### config.mk
export PLATFORM = sky130hd
export DESIGN_NAME = amp_i2c_master
export DESIGN_NICKNAME = d
export VERILOG_FILES = /design/src/rtl/toi2s_pkg.sv /design/src/rtl/amp_i2c_tick.sv /design/src/rtl/amp_i2c_master.sv
export SDC_FILE = /design/constraint.sdc
export NUM_CORES = 1
export LEC_CHECK = 0
export ABC_CLOCK_PERIOD_IN_PS = 2320
export CAP_MARGIN = 20
export CORE_MARGIN = 10
export CORE_UTILIZATION = 50
export CTS_CLUSTER_SIZE = 30
export DETAILED_ROUTE_END_ITERATION = 8
export PLACE_DENSITY = 0.82
export SETUP_SLACK_MARGIN = 0.5
export SYNTH_ARGS = -nofsm -noshare
export SYNTH_HDL_FRONTEND = slang
export SYNTH_SLANG_ARGS = --single-unit
### constraint.sdc
create_clock -name clk -period 2.32 [get_ports clk]
set_input_delay 0.464 -clock clk [delete_from_list [all_inputs] [get_ports clk]]
set_output_delay 0.464 -clock clk [all_outputs]
set_load 0.01 [all_outputs]
### src/rtl/toi2s_pkg.sv
// Shared types and constants for the amplifier I2C master.
package toi2s_pkg;

  // Quarter-period length that gives roughly 100 kHz SCL from a 27 MHz clock
  localparam int AMP_I2C_CLK_DIV_DEFAULT = 68;

  // One state per bus phase; the read-only phases stay in the type in every build
  typedef enum logic [3:0] {
    IDLE,
    START,
    ADDR_W,
    REG,
    DATA,
    RSTART,
    ADDR_R,
    READ,
    MNACK,
    STOP
  } amp_i2c_state_t;

endpackage

### src/rtl/amp_i2c_tick.sv
// Quarter-period prescaler for the amplifier I2C master.
// Emits a one-cycle qtick on the last cycle of each quarter and tracks the
// quarter index q0..q3 within the current bit period.
module amp_i2c_tick
  import toi2s_pkg::*;
#(
  parameter int CLK_DIV = AMP_I2C_CLK_DIV_DEFAULT
) (
  input  logic       clk,
  input  logic       resetb,
  input  logic       clear,
  output logic       qtick,
  output logic [1:0] quarter
);

  localparam logic [7:0] LAST = 8'(CLK_DIV - 1);

  logic [7:0] count;

  assign qtick = (count == LAST);

  // Count clk cycles within a quarter and advance the quarter index on wrap
  always_ff @(posedge clk) begin
    if (!resetb || clear) begin
      count   <= '0;
      quarter <= '0;
    end else if (qtick) begin
      count   <= '0;
      quarter <= quarter + 2'd1;
    end else begin
      count   <= count + 8'd1;
    end
  end

endmodule

### src/rtl/amp_i2c_master.sv
// I2C master for single-register writes to the amplifier control port.
// Define AMP_I2C_READ_EN to compile in the repeated-START register read;
// without it a read request completes at once with ack_err set.
module amp_i2c_master
  import toi2s_pkg::*;
#(
  parameter int CLK_DIV = AMP_I2C_CLK_DIV_DEFAULT
) (
  input  logic       clk,
  input  logic       resetb,
  input  logic       start,
  input  logic       rw,
  input  logic [6:0] dev_addr,
  input  logic [7:0] reg_addr,
  input  logic [7:0] wr_data,
  output logic [7:0] rd_data,
  output logic       busy,
  output logic       done,
  output logic       ack_err,
  output logic       scl_o,
  output logic       sda_oe,
  input  logic       sda_i
);

  amp_i2c_state_t state;
  logic [3:0]     bit_cnt;
  logic [6:0]     shift;
  logic [6:0]     dev_q;
  logic [7:0]     reg_q;
  logic [7:0]     data_q;
  logic           qtick;
  logic [1:0]     quarter;
  logic           tx_byte;

`ifdef AMP_I2C_READ_EN
  logic           rw_q;
  logic [7:0]     rd_shift;
  logic [7:0]     rd_q;
  assign rd_data = rd_q;
`else
  assign rd_data = '0;
`endif

  // Prescaler sits at q0 count 0 whenever idle so each transaction starts aligned
  amp_i2c_tick #(.CLK_DIV(CLK_DIV)) u_tick (
    .clk     (clk),
    .resetb  (resetb),
    .clear   (state == IDLE),
    .qtick   (qtick),
    .quarter (quarter)
  );

  assign tx_byte = (state == ADDR_W) || (state == REG) ||
                   (state == DATA) || (state == ADDR_R);

  // Bus sequencer: shift holds the bits still to send after the one on SDA
  always_ff @(posedge clk) begin
    if (!resetb) begin
      state    <= IDLE;
      bit_cnt  <= '0;
      shift    <= '0;
      dev_q    <= '0;
      reg_q    <= '0;
      data_q   <= '0;
      scl_o    <= 1'b1;
      sda_oe   <= 1'b0;
      busy     <= 1'b0;
      done     <= 1'b0;
      ack_err  <= 1'b0;
`ifdef AMP_I2C_READ_EN
      rw_q     <= 1'b0;
      rd_shift <= '0;
      rd_q     <= '0;
`endif
    end else begin
      done <= 1'b0;
      if (state == IDLE) begin
        if (start) begin
          dev_q   <= dev_addr;
          reg_q   <= reg_addr;
          data_q  <= wr_data;
          ack_err <= 1'b0;
`ifdef AMP_I2C_READ_EN
          rw_q     <= rw;
          rd_shift <= '0;
          state    <= START;
          busy     <= 1'b1;
`else
          if (rw) begin
            done    <= 1'b1;
            ack_err <= 1'b1;
          end else begin
            state <= START;
            busy  <= 1'b1;
          end
`endif
        end
      end else if (qtick) begin
        case (quarter)
          2'd0: scl_o <= 1'b1;
          2'd1: begin
            case (state)
              START:   sda_oe <= 1'b1;
              RSTART:  sda_oe <= 1'b1;
              STOP:    sda_oe <= 1'b0;
              default: ;
            endcase
            if (tx_byte && bit_cnt == 4'd8 && sda_i) begin
              ack_err <= 1'b1;
            end
`ifdef AMP_I2C_READ_EN
            if (state == READ) begin
              rd_shift <= {rd_shift[6:0], sda_i};
            end
`endif
          end
          2'd2: begin
            if (state != STOP) begin
              scl_o <= 1'b0;
            end
          end
          default: begin
            case (state)
              START: begin
                state   <= ADDR_W;
                bit_cnt <= '0;
                shift   <= {dev_q[5:0], 1'b0};
                sda_oe  <= ~dev_q[6];
              end
              STOP: begin
                state <= IDLE;
                busy  <= 1'b0;
                done  <= 1'b1;
`ifdef AMP_I2C_READ_EN
                rd_q  <= rd_shift;
`endif
              end
`ifdef AMP_I2C_READ_EN
              RSTART: begin
                state   <= ADDR_R;
                bit_cnt <= '0;
                shift   <= {dev_q[5:0], 1'b1};
                sda_oe  <= ~dev_q[6];
              end
              READ: begin
                if (bit_cnt < 4'd7) begin
                  bit_cnt <= bit_cnt + 4'd1;
                end else begin
                  state   <= MNACK;
                  bit_cnt <= '0;
                end
              end
              MNACK: begin
                state  <= STOP;
                sda_oe <= 1'b1;
              end
`endif
              default: begin
                if (bit_cnt < 4'd7) begin
                  bit_cnt <= bit_cnt + 4'd1;
                  shift   <= {shift[5:0], 1'b0};
                  sda_oe  <= ~shift[6];
                end else if (bit_cnt == 4'd7) begin
                  bit_cnt <= 4'd8;
                  sda_oe  <= 1'b0;
                end else if (ack_err) begin
                  state  <= STOP;
                  sda_oe <= 1'b1;
                end else begin
                  bit_cnt <= '0;
                  case (state)
                    ADDR_W: begin
                      state  <= REG;
                      shift  <= reg_q[6:0];
                      sda_oe <= ~reg_q[7];
                    end
                    REG: begin
`ifdef AMP_I2C_READ_EN
                      if (rw_q) begin
                        state  <= RSTART;
                        sda_oe <= 1'b0;
                      end else begin
                        state  <= DATA;
                        shift  <= data_q[6:0];
                        sda_oe <= ~data_q[7];
                      end
`else
                      state  <= DATA;
                      shift  <= data_q[6:0];
                      sda_oe <= ~data_q[7];
`endif
                    end
`ifdef AMP_I2C_READ_EN
                    ADDR_R: begin
                      state  <= READ;
                      sda_oe <= 1'b0;
                    end
`endif
                    default: begin
                      state  <= STOP;
                      sda_oe <= 1'b1;
                    end
                  endcase
                end
              end
            endcase
          end
        endcase
      end
    end
  end

endmodule
# After elaboration in Yosys (flattened, before gate mapping)
# Cells that the tools add are included.
[word_totals]
inputBits = 28
register_bits = 53
word_cells = 121
out_inout_bits = 13
[op_classes]
reduce_logical = 27
n_lt_le_gt_ge = 1
bitwise_logic = 8
n_addsub = 3
mux = 45
eq_ne = 24
[op_table]
columns = ["op", "n"]
rows = [
  ["4-bit two-way mux", 11],
  ["7-bit one-hot mux with 2 select lines", 2],
  ["4-bit one-hot mux with 2 select lines", 3],
  ["1-bit two-way mux", 21],
  ["7-bit two-way mux", 3],
  ["4-bit by 3-bit == test with 1-bit output, second input constant", 4],
  ["5-bit AND reduction", 3],
  ["4-bit by 1-bit != test with 1-bit output, second input constant", 3],
  ["1-bit one-hot mux with 2 select lines", 5],
  ["2-bit nonzero test", 5],
  ["8-bit by 1-bit adder with 8-bit output, second input constant", 1],
  ["4-bit by 2-bit == test with 1-bit output, second input constant", 2],
  ["4-bit == test, second input constant", 2],
  ["8-bit by 7-bit == test with 1-bit output, second input constant", 1],
  ["1-bit NOT", 8],
  ["4-bit AND reduction", 2],
  ["7-bit AND reduction", 1],
  ["2-bit != test, second input constant", 3],
  ["6-bit AND reduction", 1],
  ["2-bit OR reduction", 3],
  ["4-bit by 1-bit adder with 4-bit output, second input constant", 1],
  ["4-bit by 1-bit == test with 1-bit output, second input constant", 1],
  ["4-bit zero test", 1],
  ["1-bit logical OR", 4],
  ["15 further kinds", 17],
]

# Longest topological paths before layout
# Gate-level depths: netlist of run 1.
[logic_depth]
word_depth = 10
mapped_depth = 7
ltp_nobuf = 7

# Cells and area by module
# Synthesis of run 1 repeated with hierarchy kept, for this count alone.
[unflattened]
hier_cells = 319
area_unflattened_um2 = 2693.8
[by_module_without_submodules]
columns = ["mod", "instances", "seq_area_each_um2", "area_per_inst_um2", "cells_each"]
rows = [
  ["amp_i2c_master", 1, 860.8, 2237.1, 270],
  ["amp_i2c_tick", 1, 200.2, 456.7, 49],
]

# Worst setup path after synthesis of run 1
# OpenSTA, ideal clock, no wires.
[synth_timing]
path_kind = "reg-to-reg"
start = "reg u_tick.count[0]"
end = "reg shift[1]"
period_less_slack_ns = 1.739
t_arrival_ns = 1.604
path_slack_ns = 0.581
setup_ns = 0.135
stages_incl_launch_ff = 8
required_time_ns = 2.185
path_buffers = 1
path_cell_list = "dfxtp_1 -> ha_1 -> and4bb_2 -> and2_1 -> clkbuf_1 -> nand4_1 -> nor2_1 -> a31oi_1"
[synth_via]
elab_chain_cells = 2
[synth_rtl]
columns = ["item", "line_no", "rtl"]
rows = [
  ["start, declared", "amp_i2c_tick.sv:18", "logic [7:0] count;"],
  ["start signal, assigned", "amp_i2c_tick.sv:31", "count <= count + 8'd1;"],
  ["8-bit by 7-bit == test with 1-bit output", "amp_i2c_tick.sv:20", "assign qtick = (count == LAST);"],
  ["7-bit AND reduction (no line)", "n/a", ""],
  ["end signal, assigned", "amp_i2c_master.sv:127", "shift <= {dev_q[5:0], 1'b0};"],
  ["end signal, assigned", "amp_i2c_master.sv:161", "shift <= {shift[5:0], 1'b0};"],
  ["end signal, assigned", "amp_i2c_master.sv:174", "shift <= reg_q[6:0];"],
  ["end, declared", "amp_i2c_master.sv:27", "logic [6:0] shift;"],
]
# Every way passes these cells.
# A chain may end at the register's enable or synchronous reset.

# Worst setup path after layout of run 1
[layout_timing]
start = "reg state[2]"
end = "reg state[3]"
[layout_via]
elab_chain_cells = 9
word_cells_on_any_way = 20
cone_classes = "eq/ne (9); mux (8); reduce/logical (3)"
[layout_rtl]
columns = ["item", "line_no", "rtl"]
rows = [
  ["start, declared", "amp_i2c_master.sv:25", "amp_i2c_state_t state;"],
  ["start signal, assigned", "amp_i2c_master.sv:59", "state <= IDLE;"],
  ["start signal, assigned", "amp_i2c_master.sv:93", "state <= START;"],
  ["start signal, assigned", "amp_i2c_master.sv:125", "state <= ADDR_W;"],
  ["4-bit by 2-bit == test with 1-bit output", "amp_i2c_master.sv:171", "case (state)"],
  ["4-bit one-hot mux with 2 select lines", "amp_i2c_master.sv:171", ""],
  ["4-bit two-way mux", "amp_i2c_master.sv:166", "end else if (ack_err) begin"],
  ["4-bit two-way mux", "amp_i2c_master.sv:163", "end else if (bit_cnt == 4'd7) begin"],
  ["4-bit two-way mux", "amp_i2c_master.sv:159", "if (bit_cnt < 4'd7) begin"],
  ["4-bit one-hot mux with 2 select lines", "amp_i2c_master.sv:123", "case (state)"],
  ["4-bit two-way mux", "amp_i2c_master.sv:99", "case (quarter)"],
  ["4-bit two-way mux", "amp_i2c_master.sv:98", "end else if (qtick) begin"],
  ["4-bit two-way mux", "amp_i2c_master.sv:77", "if (state == IDLE) begin"],
]
# Several ways; a longest one is shown, not always the timed one. The select of a mux whose other input is x is not followed.

==> results.md, run 1 <==
- Worst-path clk slew: roughly 0.10 ns
- Root Buffer: clkbuf_8
- Worst Setup End Kind: flop
- Final setup fails: 0
- Die area: just under 0.009 mm2
- First-pass GRT wire length: 10.1 mm
- Post-Layout Cell Count: 427
- Hold path cells: 1
- Biggest area consumer among synthesized cells: dfxtp_1
- Core area: 0.00520 mm2
- Most frequent cell after synthesis: nand2_1
- CTS tree: yes
- Total chip power: 1.75 mW
- Routed vias/inst: roughly 5.5
- Ys async rst share: 0
- Wire length per cell: approximately 15 um
- Clk sink count: 53
- Buf/Inv on CP: 1
- Max Freq: 535 MHz
- CTS Buffer Depth: 2
- # diodes: 0
- Yosys top cell area share: 0.390
- Hold Path Class: reg -> reg
- Area contributors post-synth: dfxtp_1, nand2_1, a21boi_0, o21ai_0, ha_1
- I/O pin cnt: 41
- Reg2reg path depth: 6
- Initial antenna violation count: 0
- IO Port Bufs: 32
- Number of global-route vias before repair: roughly 2200
- Largest net degree at the start of global routing: 28
- Number of remaining DRC errors: 0
- Starting Density: 0.523
- DPL Wire Length: 4.34 mm
- Setup TNS Final: 0 ns
- Cell Area, Placed: between 0.003 and 0.004 mm2
- Post-route ant nets: 0
- CTS buffer count: 5
- Grt ovf: 0
- P_leak: 1.16 nW
- Height of the die: approximately 94 um
- Slowest CP cell: nor4_2
- Max incr delay on CP: 0.41 ns
- Clock Skew: 0.00832 ns
- CP required: approximately 2.6 ns
- Synth Area per Inst: 8.41 um2
- CP top delay family: compound AO/OA/AOI/OAI gates
- H-tree Lvls: 2
- Row count: 26
- Share of cells above drive strength 1: 0.157
- Slew of the pin with the lowest slew margin: around 0.52 ns
- Fillers: approximately 460
- Critical path peak fanout: 10
- Startpoint Class: flop
- Fin. max-slew vios: 0
- Drt total wl: 6.32 mm
- Tmin final: 1.87 ns
- Post-synth EDFFs: 0
- Drt first-iter violations: 171
- Mapped cell area: 0.00272 mm2
- Hold WS: 0.456 ns
- Placed Cells: 412
- Prevailing post-synth register cell: dfxtp_1
- Arrival time of the worst setup path: 2.12 ns
- Post-synthesis sequential area ratio: 0.390
- Final hold vios: 0
- Clk Latency, worst-skew pair: 0.31 ns
- Unrepaired setup endpoints after global routing: true
- Pwr Density: 525 mW/mm2
- Period utilisation layout: 0.805
- Stages on worst setup path: 6
- Setup CP Type: reg -> reg
- Post-route design area: between 0.003 and 0.004 mm2
- DIE WIDTH: 93.8 um
- All-Layer GR Usage: 0.137
- Netlist cell types: 52
- #FFs+latches synth: 53
- Post-synthesis instance total: 324
- Total Nets Final: just under 400
- Leading cell types by count after synthesis: nand2_1, dfxtp_1, a21boi_0
- DR pass1 iterations: 4
- Max IR drop VDD: approximately 0.30 mV
- Final Wtd Congestion: 0.897
- Area Overhead vs Synth: 22.1%
- MaxCap Viol Count: 0
- Outcome: finished, final reports clean
- Vias: 2335
- CP Cell Sequence: buf_6, nor4_2, nand2_1, o21a_4, o31ai_1, o311a_1
- Synthesis warning total: 0
- Slew margin rel.: 0.651
## stage by stage
step,setup WS (ns),utilization
2_1_floorplan,0.581,-
3_3_place_gp,0.336,0.590
3_5_place_dp,0.277,0.590
4_1_cts,0.411,0.617
5_1_grt,0.406,0.639
6_report,0.452,0.639
## cell type report
cell class                      count  area (um2)  share of cell area
Multi-Input combinational cell    240        1580               0.475
Clock buffer                        6        82.6              0.0248
Clock inverter                      2        17.5             0.00527
Timing Repair Buffer               47         447               0.134
Sequential cell                    53        1080               0.325
Tap cell                           70        87.6              0.0263
Inverter                            9        33.8              0.0102
## registers in the layout (all words and copies together), names as in the netlist
name / count
reg_q: 8
data_q: 8
shift: 7
scl_o: 1
done: 1
dev_q: 7
ack_err: 1
busy: 1
bit_cnt: 4
sda_oe: 1
state: 4
u_tick.count: 8
u_tick.quarter: 2
## kinds of logic after synthesis
group | share of synthesized area
flip-flops | 0.390
AO/OA/AOI/OAI | 0.205
adder cells (fa/ha/maj) | 0.0322
buffers and inverters | 0.0717
AND/OR/NAND/NOR | 0.244
XOR/XNOR | 0.0225
other | 0.00138
multiplexers | 0.0340
## power breakdown
part | total (mW) | switching [mW] | internal (mW)
Sequential | 0.970 | 0.0284 | 0.942
Combinational | 0.209 | 0.0984 | 0.110
Clock | 0.568 | 0.319 | 0.248
Total | 1.75 | 0.446 | 1.30
## path summary, 6_finish.rpt
path / startpoint / to / slack (ns)
setup / recovery: state[2] / state[3] / 0.45
hold / removal: u_tick.count[0] / u_tick.count[0] / 0.46
setup reg to reg: state[2] / state[3] / 0.45
hold reg to reg: u_tick.count[0] / u_tick.count[0] / 0.46
## cells in the final DEF (no fill, tap or decap), types with 6 or more instances in the layout
master            n
inv_1             9
dfxtp_1          46
nand3_1           6
o21ai_1           6
conb_1            8
nand2_1          68
o21ai_0          12
nor2_1           21
clkdlybuf4s50_1  32
o211ai_1          6
a21boi_0         25
a31oi_1           7
a21oi_1           7
clkbuf_8          6
buf_4            12
## worst reg2reg max path, cell delays in order (launching register included)
cell	delay [ns]
dfxtp_4	0.38
buf_6	0.15
nor4_2	0.42
nand2_1	0.16
o21a_4	0.23
o31ai_1	0.26
o311a_1	0.21
## per-layer routing
metal | up-vias | track usage | share of wire
met2 | 79 | 0.225 | 0.48
li1 | 1161 | - | -
met3 | 10 | 0.0384 | 0.079
met5 | - | 0 | 0
met4 | 0 | 0.0570 | 0.019
met1 | 1085 | 0.162 | 0.42
## what timing repair did
| action | CTS | global route |
|---|---|---|
| resized for setup | 7 | 29 |
| setup buffers | 3 | 4 |
| hold buffers | 0 | 0 |
| pin swaps | 3 | 8 |
| setup endpoints to repair | 16 | 42 |
Power figures use the tool's default switching activity.
==> run 2, diff against run 1 <==
- ABC_CLOCK_PERIOD_IN_PS: 2320 -> 1600
- CORE_UTILIZATION: 50 -> 49
- PLACE_DENSITY: 0.82 -> 0.83
- clock period: 2.32 -> 1.6 ns (I/O delays scaled with it)
==> results.md, run 2 (synthesis gave the netlist of run 1 again) <==
- Outcome: complete, but fails checks
- Failing checks: negative setup slack
- CP top delay family: simple AND/OR/NAND/NOR gates
- Hold Path Class: reg -> reg
- Max IR drop VDD: 0.499 mV (+67%)
- Startpoint Class: flop
- Routed vias/inst: 5.60 (+2.4%)
- CTS tree: yes
- Grt ovf: 0 (unchanged)
- Die area: 0.00894 mm2 (+1.6%)
- Most frequent CP cell: buf_4
- Share of cells above drive strength 1: 0.341 (+0.184)
- Cell Area, Placed: 0.00340 mm2 (+11%)
- Post-layout util: 0.738 (+0.0983)
- Drt total wl: 8.52 mm (+35%)
- Number of remaining DRC errors: 0 (unchanged)
- Area Overhead vs Synth: 47.3%
- Slowest CP cell: or4_4
- DIE WIDTH: 94.6 um (+0.80%)
- Max Freq: 550 MHz (+2.7%)
- Hold WS: 0.457 ns (+0.000961 ns)
- Period utilisation layout: 1.14 (+0.332)
- Worst Setup End Kind: flop
- Number of global-route vias before repair: 2573 (+15%)
- Post-route ant nets: 0 (unchanged)
- Most common cell after layout, fill and taps aside: nand2_1
- Final setup fails: 41 (+41)
- Clock Skew: 0.00915 ns (+0.000829 ns)
- Commonest non-fill, non-tap cells in the layout: nand2_1, buf_4, dfxtp_1
- CP startpoint: state[3]
- CTS buffer count: 5 (unchanged)
- Max incr delay on CP: 0.58 ns (+0.17 ns)
- RR Endpoint: state[2]
- Stages on worst setup path: 7 (+1)
- Fillers: 364 (-22%)
- Post-route design area: 0.00401 mm2 (+21%)
- All-Layer GR Usage: 0.166 (+0.0295)
- Drt first-iter violations: 178 (+4.1%)
- Final WS setup: -0.219 ns (-0.671 ns)
- I/O pin cnt: 41 (unchanged)
- Reg-to-reg startpoint: state[3]
- Final Wtd Congestion: 0.895 (-0.26%)
- Total Nets Final: 442 (+13%)
- Largest net degree at the start of global routing: 29 (+3.6%)
- Initial antenna violation count: 0 (unchanged)
- P_leak: 1.57 nW (+35%)
- Crit path capture: state[2]
- Row count: 27 (+3.8%)
- Core area: 0.00544 mm2 (+4.5%)
- Clk sink count: 53 (unchanged)
- Wire length per cell: 17.7 um (+20%)
- Post-Layout Cell Count: 480 (+12%)
- DR pass1 iterations: 4 (unchanged)
- Starting Density: 0.501 (-0.0225)
- DPL Wire Length: 5.00 mm (+15%)
- H-tree Lvls: 2 (unchanged)
- Clk Latency, worst-skew pair: 0.31 ns (about the same)
- CP Cell Sequence: or4_4, nand4_4, buf_4, buf_4, o21ai_0, o31ai_1, and2_1
- Pwr Density: 681 mW/mm2 (+30%)
- Vias: 2688 (+15%)
- CTS Buffer Depth: 2 (unchanged)
- Worst-path clk slew: 0.09 ns (about the same)
- Largest registers: data_q x8, reg_q x8, u_tick.count x8
- Buf/Inv on CP: 2 (+1)
- Root Buffer: clkbuf_8
- CP required: 1.84 ns (-0.73 ns)
- Critical path peak fanout: 6 (-4)
- Reg2reg path depth: 7 (+1)
- Fin. max-slew vios: 0 (unchanged)
- Final hold vios: 0 (unchanged)
- Tmin final: 1.82 ns (-0.0489 ns)
- First-pass GRT wire length: 12.1 mm (+20%)
- # diodes: 0 (unchanged)
- Unrepaired setup endpoints after global routing: true
- Height of the die: 94.6 um (+0.80%)
- Setup CP Type: reg -> reg
- Worst R2R Setup Slack: -0.22 ns (-0.67 ns)
- Hold buffer count at CTS: 0 (unchanged)
- Arrival time of the worst setup path: 2.06 ns (-0.06 ns)
- Placed Cells: 449 (+9.0%)
- IO Port Bufs: 32 (unchanged)
- MaxCap Viol Count: 0 (unchanged)
run 2: tightest hold or removal path, cell delays in order, from the launching register on:
cell and delay [ns]:
dfxtp_1 0.32, nand2_1 0.05, a21boi_1 0.05
run 2: metrics by stage:
stage	setup WS, ns	TNS [ns]	total power, mW
finish	-0.219	-3.76	2.73
CTS	-0.0825	-0.981	2.63
global placement	-0.157	-4.29	1.76
floorplan	-0.0394	-0.0743	1.63
detailed placement	-0.228	-5.64	1.77
global route	-0.246	-6.00	2.84
run 2: cell type report:
class / count / area, um2 / share of cell area
clock buffer: 7 / 96.3 / 0.0240
clock inverter: 1 / 5.00 / 0.00125
inverter: 9 / 33.8 / 0.00842
multi-input combinational: 240 / 1750 / 0.435
sequential: 53 / 1090 / 0.271
tap: 72 / 90.1 / 0.0225
timing repair buffer: 98 / 952 / 0.237
run 2: per-layer routing:
metal  vias to the layer above  GRT usage  share of wire
met5                         -          0              0
met4                         0     0.0723          0.023
met3                        24     0.0381          0.061
met2                       107      0.291           0.54
met1                      1287      0.189           0.38
li1                       1270          -              -
run 2: worst min path at each step:
stage / start / endpoint / slack (ns) / cells past startpoint
after CTS: data_q[7] / data_q[7] / 0.45 / 2
after global placement: data_q[0] / data_q[0] / 0.45 / 2
after detailed placement: data_q[7] / data_q[7] / 0.45 / 2
after global routing: data_q[5] / data_q[5] / 0.48 / 2
after floorplan: u_tick.count[0] / u_tick.count[0] / 0.42 / 1
final: data_q[1] / data_q[1] / 0.46 / 2
run 2: timing repair:
item	4_1_cts	5_1_grt
pin swaps	15	32
setup endpoints to repair	58	58
gates cloned	1	2
buffers inserted	13	7
gates resized for setup	66	58
run 2: power by group:
part           switching, mW  internal (mW)
Clock                  0.434          0.392
Sequential            0.0342           1.36
Combinational          0.233          0.275
